### src/rtl/Para.v
// Shared datapath sizing used by the feature-map pipeline blocks.
`ifndef PARA_V
`define PARA_V
`define WIDTH_DATA      8
`define PICTURE_NUM     1
`define Channel_Out_Num 16
`endif

### src/rtl/cout_merge_pkg.sv
// Shared sizing, mode/state encodings and width helper for the cout_merge block.
package cout_merge_pkg;
`include "Para.v"

  localparam int DATA_W         = `WIDTH_DATA;
  localparam int PIC_NUM        = `PICTURE_NUM;
  localparam int CH_OUT_DEFAULT = `Channel_Out_Num;

  typedef enum logic {
    MODE_BYPASS = 1'b0,
    MODE_MERGE  = 1'b1
  } mode_e;

  typedef enum logic {
    ST_EMPTY = 1'b0,
    ST_HALF  = 1'b1
  } merge_state_e;

  // Width of one half beat: half of the output channels, all pictures, all data bits.
  function automatic int half_width(input int ch_out);
    return DATA_W * PIC_NUM * (ch_out / 2);
  endfunction

endpackage

### src/rtl/cout_merge_core.sv
// Merge engine: pairs two half-width beats into one full word with a
// single-entry output slot and valid/ready handshakes on both sides.
module cout_merge_core
  import cout_merge_pkg::*;
#(
  parameter int HW = 64
) (
  input  logic            clk,
  input  logic            rst,
  input  logic [HW-1:0]   S_Feature,
  input  logic            S_Valid,
  output logic            S_Ready,
  output logic [2*HW-1:0] M_Feature,
  output logic            M_Valid,
  input  logic            M_Ready
);

  logic [HW-1:0]   r_lo_data;
  logic            r_lo_valid;
  logic [2*HW-1:0] r_out_data;
  logic            r_out_valid;

  merge_state_e w_state;
  logic         w_accept;

  assign w_state  = r_lo_valid ? ST_HALF : ST_EMPTY;
  // A completing beat needs the output slot free or draining this cycle.
  assign S_Ready  = !r_lo_valid || !r_out_valid || M_Ready;
  assign w_accept = S_Valid && S_Ready;

  assign M_Valid   = r_out_valid;
  assign M_Feature = r_out_data;

  // NOTE: state registers use non-blocking assignments so every read in this
  // block sees the pre-edge value; the data registers are reset too, so the
  // word presented after reset is a defined zero rather than stale data.
  always_ff @(posedge clk) begin
    if (rst) begin
      r_lo_data   <= '0;
      r_lo_valid  <= 1'b0;
      r_out_data  <= '0;
      r_out_valid <= 1'b0;
    end else begin
      if (r_out_valid && M_Ready) begin
        r_out_valid <= 1'b0;
      end
      if (w_accept) begin
        case (w_state)
          ST_EMPTY: begin
            r_lo_data  <= S_Feature;
            r_lo_valid <= 1'b1;
          end
          ST_HALF: begin
            r_out_data  <= {S_Feature, r_lo_data};
            r_out_valid <= 1'b1;
            r_lo_valid  <= 1'b0;
          end
          default: r_lo_valid <= 1'b0;
        endcase
      end
    end
  end

endmodule

### src/rtl/cout_merge.sv
// Output-channel merge wrapper: combinational bypass, or pairs half-width
// beats into full words through cout_merge_core.
module cout_merge
  import cout_merge_pkg::*;
#(
  parameter  int CHANNEL_OUT_NUM = CH_OUT_DEFAULT,
  localparam int HALF_NUM        = CHANNEL_OUT_NUM / 2,
  localparam int HW              = half_width(CHANNEL_OUT_NUM),
  localparam int FW              = 2 * HW
) (
  input  logic          clk,
  input  logic          rst,
  input  logic          EN_Merge_REG,
  input  logic [FW-1:0] S_Feature,
  input  logic          S_Valid,
  output logic          S_Ready,
  output logic [FW-1:0] M_Feature,
  output logic          M_Valid,
  input  logic          M_Ready
);

  mode_e         w_mode;
  logic          w_core_rst;
  logic          w_core_s_valid;
  logic          w_core_s_ready;
  logic [FW-1:0] w_core_m_feature;
  logic          w_core_m_valid;

  assign w_mode = mode_e'(EN_Merge_REG);

  // Holding the core in reset throughout bypass discards any partial or
  // pending word on the edge after a mode change and keeps both flags at zero.
  assign w_core_rst     = rst || (w_mode == MODE_BYPASS);
  assign w_core_s_valid = S_Valid && (w_mode == MODE_MERGE);

  cout_merge_core #(
    .HW (HW)
  ) u_core (
    .clk       (clk),
    .rst       (w_core_rst),
    .S_Feature (S_Feature[HW-1:0]),
    .S_Valid   (w_core_s_valid),
    .S_Ready   (w_core_s_ready),
    .M_Feature (w_core_m_feature),
    .M_Valid   (w_core_m_valid),
    .M_Ready   (M_Ready)
  );

  // NOTE: every output gets a default at the top of the block so no path
  // leaves one unassigned, which would otherwise infer a latch.
  always_comb begin
    S_Ready   = M_Ready;
    M_Valid   = S_Valid;
    M_Feature = S_Feature;
    if (w_mode == MODE_MERGE) begin
      S_Ready   = w_core_s_ready;
      M_Valid   = w_core_m_valid && !rst;
      M_Feature = rst ? '0 : w_core_m_feature;
    end
  end

endmodule

### config.mk
export PLATFORM = sky130hd
export DESIGN_NAME = cout_merge
export DESIGN_NICKNAME = d
export VERILOG_FILES = /design/src/rtl/cout_merge_pkg.sv /design/src/rtl/cout_merge_core.sv /design/src/rtl/cout_merge.sv
export VERILOG_INCLUDE_DIRS = /design/src /design/src/rtl
export SDC_FILE = /design/constraint.sdc
export NUM_CORES = 1
export LEC_CHECK = 0
export CORE_MARGIN = 4
export CORE_UTILIZATION = 30
export CTS_BUF_LIST = sky130_fd_sc_hd__clkbuf_4 sky130_fd_sc_hd__clkbuf_8
export CTS_CLUSTER_DIAMETER = 30
export DETAILED_ROUTE_END_ITERATION = 10
export PLACE_DENSITY_LB_ADDON = 0.12
export SLEW_MARGIN = 20
export SYNTH_ARGS = -nofsm -noshare
export SYNTH_HDL_FRONTEND = slang
export SYNTH_HIERARCHICAL = 1
export SYNTH_SLANG_ARGS = --single-unit
### constraint.sdc
create_clock -name clk -period 2.2 [get_ports clk]
set_input_delay 0.22 -clock clk [delete_from_list [all_inputs] [get_ports clk]]
set_output_delay 0.22 -clock clk [all_outputs]
set_load 0.005 [all_outputs]
### Word level (Yosys, flattened, before mapping)

Cells that the tools add are included.

* output and inout port bits: 130
* bits in registers: 194

* reduce and logical (&&, ||, !) cells: 12
* bitwise gates (word level): 2
* multiplexer cells: 9

Operators by type and width (count)
* $mux W128: 2
* $mux W1: 6
* $logic_and A1 B1 Y1: 4
* $reduce_and A2 Y1: 2
* $logic_not A1 Y1: 3
* $logic_or A1 B1 Y1: 3
* $not A1 Y1: 2
* $pmux W1 S2: 1

### Depth between registers and ports, before layout

Gate-level depths: netlist of run 1.

* depth in word-level cells: 5
* gate-level depth with buffers: 10
* depth with buffers taken out: 4

### Modules after synthesis

Netlist of run 1, hierarchy kept.

By module, submodules not included
* cout_merge_core: seq. area each 3883.7 sq um, times used 1, area an instance 8124.0 sq um, cells an instance 844
* cout_merge: seq. area each 0.0 sq um, times used 1, area an instance 1403.8 sq um, cells an instance 166

### Least setup slack after synthesis of run 1

Ideal clock, no wire load.

* path kind: input to register
* start: in EN_Merge_REG
* end: reg u_core.r_out_valid (netlist: u_core/M_Valid)
* cell stages on the path: 10
* setup slack: 556 ps
* data arrival time: 1525 ps
* path buffers: 7
* cell sequence: buf_4 nor2b_4 buf_4 buf_6 inv_2 buf_2 buf_2 clkbuf_1 buf_2 a21oi_1

RTL lines
* from (decl): RTL line cout_merge.sv:13 `input logic EN_Merge_REG,`
* $not A1 Y1: RTL line cout_merge.sv:33 `assign w_core_rst = rst || (w_mode == MODE_BYPASS);`
* $logic_or A1 B1 Y1: RTL line cout_merge.sv:33
* net w_core_rst: RTL line cout_merge.sv:23 `logic w_core_rst;`
* to (signal assigned): RTL line cout_merge_core.sv:42 `r_out_valid <= 1'b0;`
* to (signal assigned): RTL line cout_merge_core.sv:45 `r_out_valid <= 1'b0;`
* to (signal assigned): RTL line cout_merge_core.sv:55 `r_out_valid <= 1'b1;`
* to (decl): RTL line cout_merge_core.sv:21 `logic r_out_valid;`

The timed path passes the listed nets, and every way through them passes these cells.
A chain may end at the register's enable or synchronous reset.

### Final worst setup path of run 1

* start: in EN_Merge_REG
* end: out M_Feature[21]

* word-level cells in the longest chain between the ends: 1

RTL lines
* $mux W128: RTL line cout_merge.sv:55 `if (w_mode == MODE_MERGE) begin`
* to (decl): RTL line cout_merge.sv:17 `output logic [FW-1:0] M_Feature,`

No other way between the ends.

==> metrics.cfg, run 1 <==
[status]
status=finished, final reports clean

[critical_path]
crit_type=input pin to output port
critPathSlowestCell=clkdlybuf4s50_1
crit_chain=clkdlybuf4s50_1, nor2b_4, buf_12, buf_12, a22o_1, clkdlybuf4s50_1
worstSetupEndpointType=output port
path_max_fanout=19
worstPathArrival_ns=1.90
slowest_delay_ns=0.52
cp-start-kind=input pin
required_ns=1.98

[logic_synthesis]
synth_top_family_by_area=simple AND/OR/NAND/NOR gates
synth_fa_ha_area_frac=0
synth_area_um2=9530
ys_types=25
syn_nets=1143
synth_mux_area_frac=0.136
ys_warn_count=6
synthSimpleGateAreaFrac=0.229
yosysSeqAreaShare=0.408
synth_compound_area_frac=0.152
synth-xor-area-share=0
syn_inst=1010
syn_area_per_cell_um2=9.43
ys_seq_elements=194

[timing]
rsz0062_at_grt=no
fin_setup_tns_ns=0
period_share=0.965
hold_slack_ns=0.354
layout_min_cycle_time_ns=2.12
relSlewSlack=0.757
slew_viol_final=0
skew_ns=0.0346
fmax_ghz=0.471
setup_violations=0
worstMarginPinSlew_ns=0.365
hold_violations=0

[floorplan]
core_area_um2=31000
dieHeight_um=186
initial_core_util=0.307
die_x_um=186
rows=64
ios=263
dieArea_um2=34700

[cells_and_area]
fillCellCount=3080
syn2layout_area_growth_pct=37.2
finalNonFillerCells=1650
final_layout_size_suffix_gt1_frac=0.0678
stdcell_area_um2=13100
nNetsFinal=1375
antennaDiodeCount=0

[clocking]
post-cts-setup-buffers=0
numCtsBuffers=17
clock-root-buffer=clkbuf_8
htreeDepth=4
clock-sinks=194
cts_tree=built
cts.repair.resized=0
clock_tree.buffer_depth=2
clkTransAtPathRegs_ns=0.13
hold_buffers=0
insertion_delay_ns=0.47

[grt]
grt.total_usage=0.149
grt_max_degree=62
antenna_found_initial=0
overflow=0
grt_pass1_vias=7564
grt_pass1_wl_um=41600

[pwr]
powerDensity_nw_per_um2=538
power.leakage_nw=4.37
ir_drop_v=0.000346

[detailed_routing]
first_pass_iters=6
via_count=7632
avgRoutedWirePerCell_um=16.2
wl_um=26800
drtAntennaViolNets=0
via_per_inst=4.63
drc_errors=0
initialDrtViolationCount=330

[placement]
place_area_um2=12600
dp.cells=1617
dp_hpwl_um=18200
portBuffers=262
gp_congestion=0.728

[min_path]
hp-class=input pin to flop

[job]
drv_cap=0

-- cells in the mapped netlist, drive strengths merged --
library cell	number	area, µm²
buf	59	574
nand2	129	487
a22o	127	1110
dfxtp	194	3880
nor2	1	3.75
o21ai	2	10.0
nor3	1	10.0
a21oi	65	325
mux2i	128	1280
inv	4	17.5
and2	1	6.26
nor2b	3	33.8
clkbuf	34	128
mux2	1	11.3
nand2b	258	1620
nand3b	3	22.5
-- stage by stage --
stage / util / power, mW / setup WS [ns]
2_1_floorplan: - / 4.14 / 0.556
6_report: 0.422 / 7.04 / 0.0767
3_3_place_gp: 0.408 / 4.82 / 0.0408
5_1_grt: 0.422 / 7.37 / 0.00209
3_5_place_dp: 0.408 / 4.83 / 0.0489
4_1_cts: 0.420 / 7.16 / 0.0326
-- power breakdown --
part / total, mW / internal (mW) / leakage (nW) / switching (mW)
clock network: 2.30 / 0.871 / 0.188 / 1.43
logic: 1.19 / 0.725 / 2.62 / 0.460
registers: 3.56 / 3.54 / 1.57 / 0.0158
total: 7.04 / 5.14 / 4.37 / 1.90
-- critical path: cells and delay by family --
family          cells  cell delay (ns)
simple gates        1             0.17
compound gates      1             0.14
buf+inv             4             1.36
-- metal layers --
layer | vias up | routed length (µm) | track usage | part of all wire
met5 | - | 0 | 0 | 0
met4 | 0 | 244 | 0.0370 | 0.0091
met3 | 10 | 1240 | 0.0264 | 0.046
met2 | 154 | 12300 | 0.245 | 0.46
met1 | 3577 | 13000 | 0.204 | 0.49
li1 | 3891 | - | - | -
-- registers in the layout, indices dropped and copies added, names as in the netlist --
name	cells
u_core/M_Feature	128
u_core/r_lo_data	64
u_core/M_Valid	1
u_core/r_lo_valid	1
-- cell usage in the layout (no fill, tap or decap) --
cell               n
a21oi_1           65
a22o_1           127
and2_1             1
buf_12            28
buf_16             1
buf_4             13
clkbuf_16          2
clkbuf_4           1
clkbuf_8          18
clkdlybuf4s50_1  259
clkinv_4           4
clkinvlp_4         1
dfxtp_1          194
dlymetal6s2s_1     3
inv_1              2
inv_4              1
inv_6              4
inv_8              4
mux2_2             1
mux2i_1          128
nand2_1          128
nand2_2            1
nand2b_1         256
nand2b_2           1
nand2b_4           1
nand3b_1           3
nor2_1             1
nor2b_4            3
nor3_2             1
o21ai_0            2
-- path summary, 6_finish.rpt --
path | start | endpoint | slack (ns) | cells past startpoint
worst min register to register | u_core/r_lo_data[62] | u_core/M_Feature[62] | 0.45 | 2
worst min-delay path | S_Feature[0] | u_core/r_lo_data[0] | 0.35 | 3
worst max-delay path | EN_Merge_REG | M_Feature[21] | 0.08 | 6
worst max register to register | u_core/r_lo_valid | u_core/M_Feature[89] | 0.82 | 4
-- area by class of cell --
cell class | instances | area, µm² | share of cell area
inverters | 4 | 22.5 | 0.00172
well taps | 396 | 495 | 0.0379
clock inverters | 12 | 114 | 0.00871
multi-input cells | 719 | 4930 | 0.378
flip-flops and latches | 194 | 3880 | 0.297
repair buffers | 306 | 3370 | 0.257
clock buffers | 19 | 255 | 0.0195
-- cell families (layout without fill, tap and decap cells) --
family | after synthesis | count (layout)
AND/OR/NAND/NOR | 396 | 396
AO/OA/AOI/OAI | 194 | 194
flip-flops | 194 | 194
multiplexers | 129 | 129
buffers and inverters | 97 | 341
No activity file was read; power rests on OpenSTA's default activity.
==> inputs of run 2 (changes only) <==
- SLEW_MARGIN: 20 -> default
==> results of run 2 <==
Same layout as run 1: the final DEF is identical, and so are final timing and power.
